===== config.mk =====
export PLATFORM = sky130hd
export DESIGN_NAME = dmi_arbiter
export DESIGN_NICKNAME = d
export VERILOG_FILES = /design/src/rtl/dmi_arbiter.sv
export SDC_FILE = /design/constraint.sdc
export NUM_CORES = 1
export LEC_CHECK = 0
export ABC_CLOCK_PERIOD_IN_PS = 1700
export BUFFER_PORTS_ARGS = -buffer_cell sky130_fd_sc_hd__buf_2
export CELL_PAD_IN_SITES_DETAIL_PLACEMENT = 2
export CELL_PAD_IN_SITES_GLOBAL_PLACEMENT = 2
export CORE_MARGIN = 2
export CORE_UTILIZATION = 19
export DETAILED_ROUTE_END_ITERATION = 8
export HOLD_SLACK_MARGIN = 0.02
export PLACE_DENSITY_LB_ADDON = 0.1
export SLEW_MARGIN = 20
export SYNTH_ARGS = -nofsm -noshare
export SYNTH_HDL_FRONTEND = slang
export SYNTH_SLANG_ARGS = --single-unit

===== constraint.sdc =====
create_clock -name clk -period 1.7 [get_ports clk]
set_input_delay 0.255 -clock clk [delete_from_list [all_inputs] [get_ports clk]]
set_output_delay 0.255 -clock clk [all_outputs]
set_load 0.005 [all_outputs]

===== src/rtl/dmi_arbiter.sv =====
// dmi_arbiter: shares one DMI debug-module port between two requesters,
// with at most one transaction outstanding at a time.
// Optional feature macro: DMI_ARB_TIMEOUT_EN. When it is defined, a response
// that has not arrived after TIMEOUT_CYCLES cycles is answered with a
// synthetic error, and the late real response is drained and dropped.
module dmi_arbiter #(
  parameter int TIMEOUT_CYCLES = 1024
) (
  input  logic        clk,
  input  logic        reset,
  // requester 0
  input  logic        m0_req_valid,
  output logic        m0_req_ready,
  input  logic [6:0]  m0_req_bits_addr,
  input  logic [1:0]  m0_req_bits_op,
  input  logic [31:0] m0_req_bits_data,
  output logic        m0_resp_valid,
  input  logic        m0_resp_ready,
  output logic [1:0]  m0_resp_bits_resp,
  output logic [31:0] m0_resp_bits_data,
  // requester 1
  input  logic        m1_req_valid,
  output logic        m1_req_ready,
  input  logic [6:0]  m1_req_bits_addr,
  input  logic [1:0]  m1_req_bits_op,
  input  logic [31:0] m1_req_bits_data,
  output logic        m1_resp_valid,
  input  logic        m1_resp_ready,
  output logic [1:0]  m1_resp_bits_resp,
  output logic [31:0] m1_resp_bits_data,
  // shared debug module
  output logic        dmi_req_valid,
  input  logic        dmi_req_ready,
  output logic [6:0]  dmi_req_bits_addr,
  output logic [1:0]  dmi_req_bits_op,
  output logic [31:0] dmi_req_bits_data,
  input  logic        dmi_resp_valid,
  output logic        dmi_resp_ready,
  input  logic [1:0]  dmi_resp_bits_resp,
  input  logic [31:0] dmi_resp_bits_data,
  output logic        owner
);

  // Reject out-of-range timeout settings at elaboration time.
  if (TIMEOUT_CYCLES < 1 || TIMEOUT_CYCLES > 65535) begin : g_bad_timeout
    $error("dmi_arbiter: TIMEOUT_CYCLES must be in 1..65535");
  end

  typedef enum logic [1:0] {
    S_IDLE  = 2'd0,
    S_REQ   = 2'd1,
    S_RESP  = 2'd2
`ifdef DMI_ARB_TIMEOUT_EN
    , S_DRAIN = 2'd3
`endif
  } state_t;

  state_t      r_state;
  logic        r_rr;
  logic        r_owner;
  logic [6:0]  r_addr;
  logic [1:0]  r_op;
  logic [31:0] r_data;

`ifdef DMI_ARB_TIMEOUT_EN
  localparam logic [15:0] LP_LAST = 16'(TIMEOUT_CYCLES - 1);
  logic [15:0] r_cnt;
  logic        r_stale;
`endif

  logic        w_grant;
  logic        w_req_hs;
  logic        w_own_ready;
  logic        w_fwd_valid;
  logic [1:0]  w_fwd_resp;
  logic [31:0] w_fwd_data;

  // Grant selection: a lone valid wins, a tie goes to the round-robin pointer.
  assign w_grant     = (m0_req_valid && m1_req_valid) ? r_rr : m1_req_valid;
  assign w_req_hs    = (r_state == S_IDLE) && (m0_req_valid || m1_req_valid);
  assign w_own_ready = r_owner ? m1_resp_ready : m0_resp_ready;

  // Output decode; everything is forced low while reset is asserted.
  always_comb begin
    m0_req_ready      = 1'b0;
    m1_req_ready      = 1'b0;
    dmi_req_valid     = 1'b0;
    dmi_resp_ready    = 1'b0;
    w_fwd_valid       = 1'b0;
    w_fwd_resp        = 2'b00;
    w_fwd_data        = 32'h0;
    dmi_req_bits_addr = 7'h0;
    dmi_req_bits_op   = 2'b00;
    dmi_req_bits_data = 32'h0;
    owner             = 1'b0;
    if (!reset) begin
      dmi_req_bits_addr = r_addr;
      dmi_req_bits_op   = r_op;
      dmi_req_bits_data = r_data;
      owner             = r_owner;
      case (r_state)
        S_IDLE: begin
          m0_req_ready = m0_req_valid && !w_grant;
          m1_req_ready = m1_req_valid && w_grant;
        end
        S_REQ: begin
          dmi_req_valid = 1'b1;
        end
        S_RESP: begin
`ifdef DMI_ARB_TIMEOUT_EN
          if (r_stale) begin
            // Synthetic error response; the real one is dropped in DRAIN.
            w_fwd_valid = 1'b1;
            w_fwd_resp  = 2'b10;
            w_fwd_data  = 32'h0;
          end else
`endif
          begin
            w_fwd_valid    = dmi_resp_valid;
            dmi_resp_ready = w_own_ready;
            if (dmi_resp_valid) begin
              w_fwd_resp = dmi_resp_bits_resp;
              w_fwd_data = dmi_resp_bits_data;
            end
          end
        end
`ifdef DMI_ARB_TIMEOUT_EN
        S_DRAIN: begin
          dmi_resp_ready = 1'b1;
        end
`endif
        default: begin
        end
      endcase
    end
    m0_resp_valid     = w_fwd_valid && !r_owner;
    m0_resp_bits_resp = r_owner ? 2'b00 : w_fwd_resp;
    m0_resp_bits_data = r_owner ? 32'h0 : w_fwd_data;
    m1_resp_valid     = w_fwd_valid && r_owner;
    m1_resp_bits_resp = r_owner ? w_fwd_resp : 2'b00;
    m1_resp_bits_data = r_owner ? w_fwd_data : 32'h0;
  end

  // Transaction FSM: capture request, present it, wait for and route response.
  always_ff @(posedge clk) begin
    if (reset) begin
      r_state <= S_IDLE;
      r_rr    <= 1'b0;
      r_owner <= 1'b0;
      r_addr  <= 7'h0;
      r_op    <= 2'b00;
      r_data  <= 32'h0;
`ifdef DMI_ARB_TIMEOUT_EN
      r_cnt   <= 16'h0;
      r_stale <= 1'b0;
`endif
    end else begin
      case (r_state)
        S_IDLE: begin
          if (w_req_hs) begin
            r_owner <= w_grant;
            r_addr  <= w_grant ? m1_req_bits_addr : m0_req_bits_addr;
            r_op    <= w_grant ? m1_req_bits_op   : m0_req_bits_op;
            r_data  <= w_grant ? m1_req_bits_data : m0_req_bits_data;
            r_state <= S_REQ;
          end
        end
        S_REQ: begin
          if (dmi_req_ready) begin
            r_state <= S_RESP;
`ifdef DMI_ARB_TIMEOUT_EN
            r_cnt   <= 16'h0;
            r_stale <= 1'b0;
`endif
          end
        end
        S_RESP: begin
`ifdef DMI_ARB_TIMEOUT_EN
          if (r_stale) begin
            if (w_own_ready) begin
              r_stale <= 1'b0;
              r_state <= S_DRAIN;
            end
          end else if (dmi_resp_valid) begin
            // A real response wins even in the cycle the timer would expire.
            if (w_own_ready) begin
              r_rr    <= ~r_owner;
              r_state <= S_IDLE;
            end
          end else if (r_cnt == LP_LAST) begin
            r_stale <= 1'b1;
          end else begin
            r_cnt <= r_cnt + 16'd1;
          end
`else
          if (dmi_resp_valid && w_own_ready) begin
            r_rr    <= ~r_owner;
            r_state <= S_IDLE;
          end
`endif
        end
`ifdef DMI_ARB_TIMEOUT_EN
        S_DRAIN: begin
          if (dmi_resp_valid) begin
            r_rr    <= ~r_owner;
            r_state <= S_IDLE;
          end
        end
`endif
        default: r_state <= S_IDLE;
      endcase
    end
  end

endmodule


# [After elaboration in Yosys (flattened, before gate mapping)]
# Cells that the tools add are included.
[word_totals] register_bits=45 inputBits=124 out_inout_bits=116 elab_cells=59
[classes] n_eq_ne=5 muxes=33 bitwise_logic=1 reduce_logical=14
[op_table] op="2-to-1 mux 32 bit" count=7
[op_table] op="2-to-1 mux 2 bit" count=10
[op_table] op="2-to-1 mux 7 bit" count=2
[op_table] op="2-to-1 mux 1 bit" count=13
[op_table] op="logical AND 1 bit" count=7
[op_table] op="inequality test 2 bit, second input constant" count=3
[op_table] op="one-hot mux 2 bit (3 select lines)" count=1
[op_table] op="AND reduction 2 bit" count=2
[op_table] op="AND reduction 3 bit" count=1
[op_table] op="equality test 2 x 1 -> 1 bit, second input constant" count=1
[op_table] op="equality test 2 bit, second input constant" count=1
[op_table] op="logical NOT 1 bit" count=2
[op_table] op="logical NOT 2 bit" count=1
[op_table] op="logical OR 1 bit" count=1
[op_table] op="NOT 1 bit" count=1

# [Depth between registers and ports, before layout]
[logic_depth] word_depth=6 depth_mapped=6

# [Worst setup path after synthesis]
# Ideal clock, no wire load.
[synth_timing] kind="register -> output" start="register r_state[1]" end="output m0_resp_bits_data[22]" arrival_time_ns=1.237 slack_ns=0.208 path_stages_with_launch=6 path_cell_list="dfxtp_1 nor2b_1 nand2_2 nor3_4 buf_6 and2_1"
[synth_between] elab_chain_cells=4
[synth_rtl] element="from (decl)" line_no="58" source="state_t r_state;"
[synth_rtl] element="from (signal assigned)" line_no="147" source="r_state <= S_IDLE;"
[synth_rtl] element="from (signal assigned)" line_no="165" source="r_state <= S_REQ;"
[synth_rtl] element="from (signal assigned)" line_no="170" source="r_state <= S_RESP;"
[synth_rtl] element="equality test 2 bit" line_no="101" source="case (r_state)"
[synth_rtl] element="2-to-1 mux 32 bit" line_no="101"
[synth_rtl] element="2-to-1 mux 32 bit" line_no="96" source="if (!reset) begin"
[synth_rtl] element="2-to-1 mux 32 bit" line_no="138" source="m0_resp_bits_data = r_owner ? 32'h0 : w_fwd_data;"
[synth_rtl] element="to (decl)" line_no="20" source="output logic [31:0] m0_resp_bits_data,"
# No other way between the ends.

# [Worst setup path after layout]
[layout_timing] start="register r_state[1]" end="output m1_resp_bits_data[13]"
[layout_between] elab_chain_cells=4
[layout_rtl] element="equality test 2 bit" line_no="101"
[layout_rtl] element="2-to-1 mux 32 bit" line_no="101"
[layout_rtl] element="2-to-1 mux 32 bit" line_no="96"
[layout_rtl] element="2-to-1 mux 32 bit" line_no="141" source="m1_resp_bits_data = r_owner ? w_fwd_data : 32'h0;"
[layout_rtl] element="to (decl)" line_no="30" source="output logic [31:0] m1_resp_bits_data,"
# No other way between the ends.

==> flow_metrics.tcl <==
set metrics [dict create \
    status "finished with violations" \
    violated_checks "negative setup slack" \
    clock_tree.root_cell "clkbuf_16" \
    critPathTopFamily "simple AND/OR/NAND/NOR gates" \
    preCtsSetupSlack_ns -0.08550 \
    finish.net_count 699 \
    synth_top_cells_by_count "and2_1, nor2_1, dfxtp_1" \
    synth.yosys.seq_area_share 0.3245 \
    placeableCoreArea_mm2 0.01442 \
    dr_total_vias 3295 \
    path_cells "nor2b_4, nand2_4, nor3_4, buf_12, buf_16, and2_1, buf_2" \
    max_slew_margin 0.7531 \
    grt_antenna_before_repair 0 \
    postSynth.asyncResetShare 0 \
    power_per_cell_area_mw_per_mm2 642.6 \
    critical-path-max-stage-delay_ns 0.35 \
    critical_path.n_buffers_inverters 3 \
    crit_path_top_delay_cell "dfxtp_2" \
    overflow 0 \
    power_share_of_the_clock_group 0.329 \
    setup_slack_ns -0.1892 \
    detailed_place.area_mm2 0.004225 \
    sequential_cell_fraction_of_total_power 0.402 \
    cts.htree.levels 2 \
    vias_per_cell 4.341 \
    drt_first_pass_iters 3 \
    first_pass_grt_wire_length_mm 17.80 \
    drt-initial-drc-count 49 \
    power_internal_w 0.002143 \
    layout-area-overhead-vs-synth_pct 69.04 \
    wl_mm 12.04 \
    setup_repair_after_global_routing_missed_its_margin "true" \
    floorplan.rows 44 \
    post-synth-top-area-cell "dfxtp_1" \
    initial_utilization 0.1925 \
    number_of_buffers_created_by_cts 5 \
    gr-usage-all-layers 0.1413 \
    total_switching_power_w 0.0008728 \
    gpl.final_weighted_congestion 0.7747 \
    die_height_um 124.9 \
    p_leak_nw 2.568 \
    endpoint_kind "output port" \
    ant_nets 0 \
    floorplan.die_area_mm2 0.01560 \
    power.share.combinational 0.270 \
    synth_area_mm2 0.002776 \
    setup.worst_path.class "reg -> out" \
    ys_ff_latch 45 \
    cp_data_arrival_time_ns 1.63 \
    skew_ns 0.006264 \
    ir_worst_vdd_v 0.0003688 \
    tritoncts "built" \
    min_period_over_period 1.111 \
    insertedDiodeCount 0 \
    finish.instance_area_mm2 0.004693 \
    hold_ws_ns 0.1928 \
    worst-slew-pin-transition_ns 0.3704 \
    clkLatencyLatePin_ns 0.29 \
    cts.hold.buffers_added 0 \
    postSynth.topFlopCell "dfxtp_1" \
    syn-num-nets 461 \
    syn_inst 337 \
    clkTransAtPathRegs_ns 0.06 \
    grt_pass1_vias 3390 \
    cts.sink_count 45 \
    synth_edf_count 0 \
    period_minus_slack_ns 1.889 \
    setup.worst_path.start_class "register" \
    critical_path_required_ns 1.44 \
    cts_max_path_buffers 2 \
    synthDistinctLibCells 26 \
    synth.avg_cell_area_um2 8.239 \
    drive_above_1_share 0.5078 \
    synth_top_cells_by_area "dfxtp_1, mux2i_1, and2_1, o32ai_1, nor2_1" \
    drc 0 \
    io-pin-count 240 \
    report.final.hold_viol_count 0 \
    synthDominantCellAreaShare 0.3245 \
    numPortBuffers 239 \
    drv_slew 0 \
    dpl.hpwl_mm 9.045 \
    highest_clock_rate_mhz 529.3 \
    timing.hold.worst.class "in -> reg" \
    post-route-util 0.3254 \
    synth_warnings 0 \
    swShare 0.2894 \
    maxCapViolCount 0 \
    die-width_um 124.9 \
    report.final.setup_viol 70 \
    grt_max_degree 89 \
    synth.most_common_cell "and2_1" \
    worstPathMaxFanout 17 \
    route.detailed.wl_per_inst_um 15.86 \
]
==> power by group through the flow <==
stage	clock network [W]	registers, W	logic, W
after floorplan	0	0.00122	0.000414
final	0.000991	0.00121	0.000814
after global placement	0	0.00123	0.000775
after detailed placement	0	0.00124	0.000801
after global routing	0.00107	0.00122	0.000909
after CTS	0.00102	0.00121	0.000823
==> layout by cell type, fill, tap and decap left out, types with 2 or more instances in the layout <==
master / Yosys / routed
buf_2: 5 / 224
and2_1: 68 / 54
nor2_1: 46 / 46
inv_1: 44 / 44
dfxtp_1: 45 / 44
mux2i_1: 43 / 43
o32ai_1: 41 / 41
buf_6: 6 / 16
and2_4: 0 / 14
buf_4: 2 / 9
clkbuf_16: 0 / 7
buf_12: 0 / 7
nor3_4: 2 / 3
nand2_1: 2 / 2
o21ai_4: 0 / 2
nand3b_1: 2 / 2
==> cell type report <==
| type | count | area, µm² |
|---|---|---|
| clock buffers | 6 | 138.9 |
| clock inverters | 1 | 7.507 |
| fillers | 1701 | 9731 |
| inverters | 44 | 165.2 |
| multi-input cells | 218 | 1615 |
| flip-flops and latches | 45 | 902.1 |
| well taps | 184 | 230.2 |
| repair buffers | 261 | 1634 |
==> metrics by stage <==
| stage | std cells | total power [W] | setup TNS (ns) |
|---|---|---|---|
| floorplan | 337 | 0.001633 | 0 |
| global placement | 743 | 0.002006 | -3.115 |
| detailed placement | 743 | 0.002036 | -3.571 |
| CTS | 753 | 0.003058 | -9.522 |
| global route | 759 | 0.003201 | -15.76 |
| finish | 759 | 0.003016 | -10.79 |
==> worst paths after layout <==
kind	startpoint	end	slack, ns	depth (start not counted)
worst max register to register	r_state[0]$_SDFFE_PP0P_	r_addr[5]$_SDFFE_PP0P_	0.25	6
worst min register to register	r_data[24]$_SDFFE_PP0P_	r_data[24]$_SDFFE_PP0P_	0.48	2
worst min-delay path	dmi_req_ready	r_state[0]$_SDFFE_PP0P_	0.19	2
worst max-delay path	r_state[1]$_SDFFE_PP0P_	m1_resp_bits_data[13]	-0.19	7
==> flip-flops by register name, indices dropped and copies added (netlist names) <==
signal	flops
r_data	32
r_addr	7
r_op	2
r_state	2
r_owner	1
r_rr	1
==> per-layer routing <==
metal / global-route usage / vias to the layer above / wire length (µm)
met5: 0 / - / 0
met4: 0.02941 / 0 / 102
met3: 0.03651 / 8 / 887
met2: 0.2629 / 149 / 6112
met1: 0.1622 / 1536 / 4933
li1: - / 1602 / -
==> timing repair <==
action	CTS	global route
pin swaps	0	8
cloned	2	3
buffers inserted	1	3
gates resized for setup	9	29
endpoints found under the hold margin	0	0
endpoints found under the setup margin	73	72
==> cell families (layout without fill, tap and decap cells) <==
logic type      count (synthesis)  in the layout  synth area share
compound gates                 46             46            0.1401
buf+inv                        74            312            0.1239
flops                          45             45            0.3245
mux                            43             43            0.1550
simple gates                  129            129            0.2564
(Power assumes the default switching activity.)
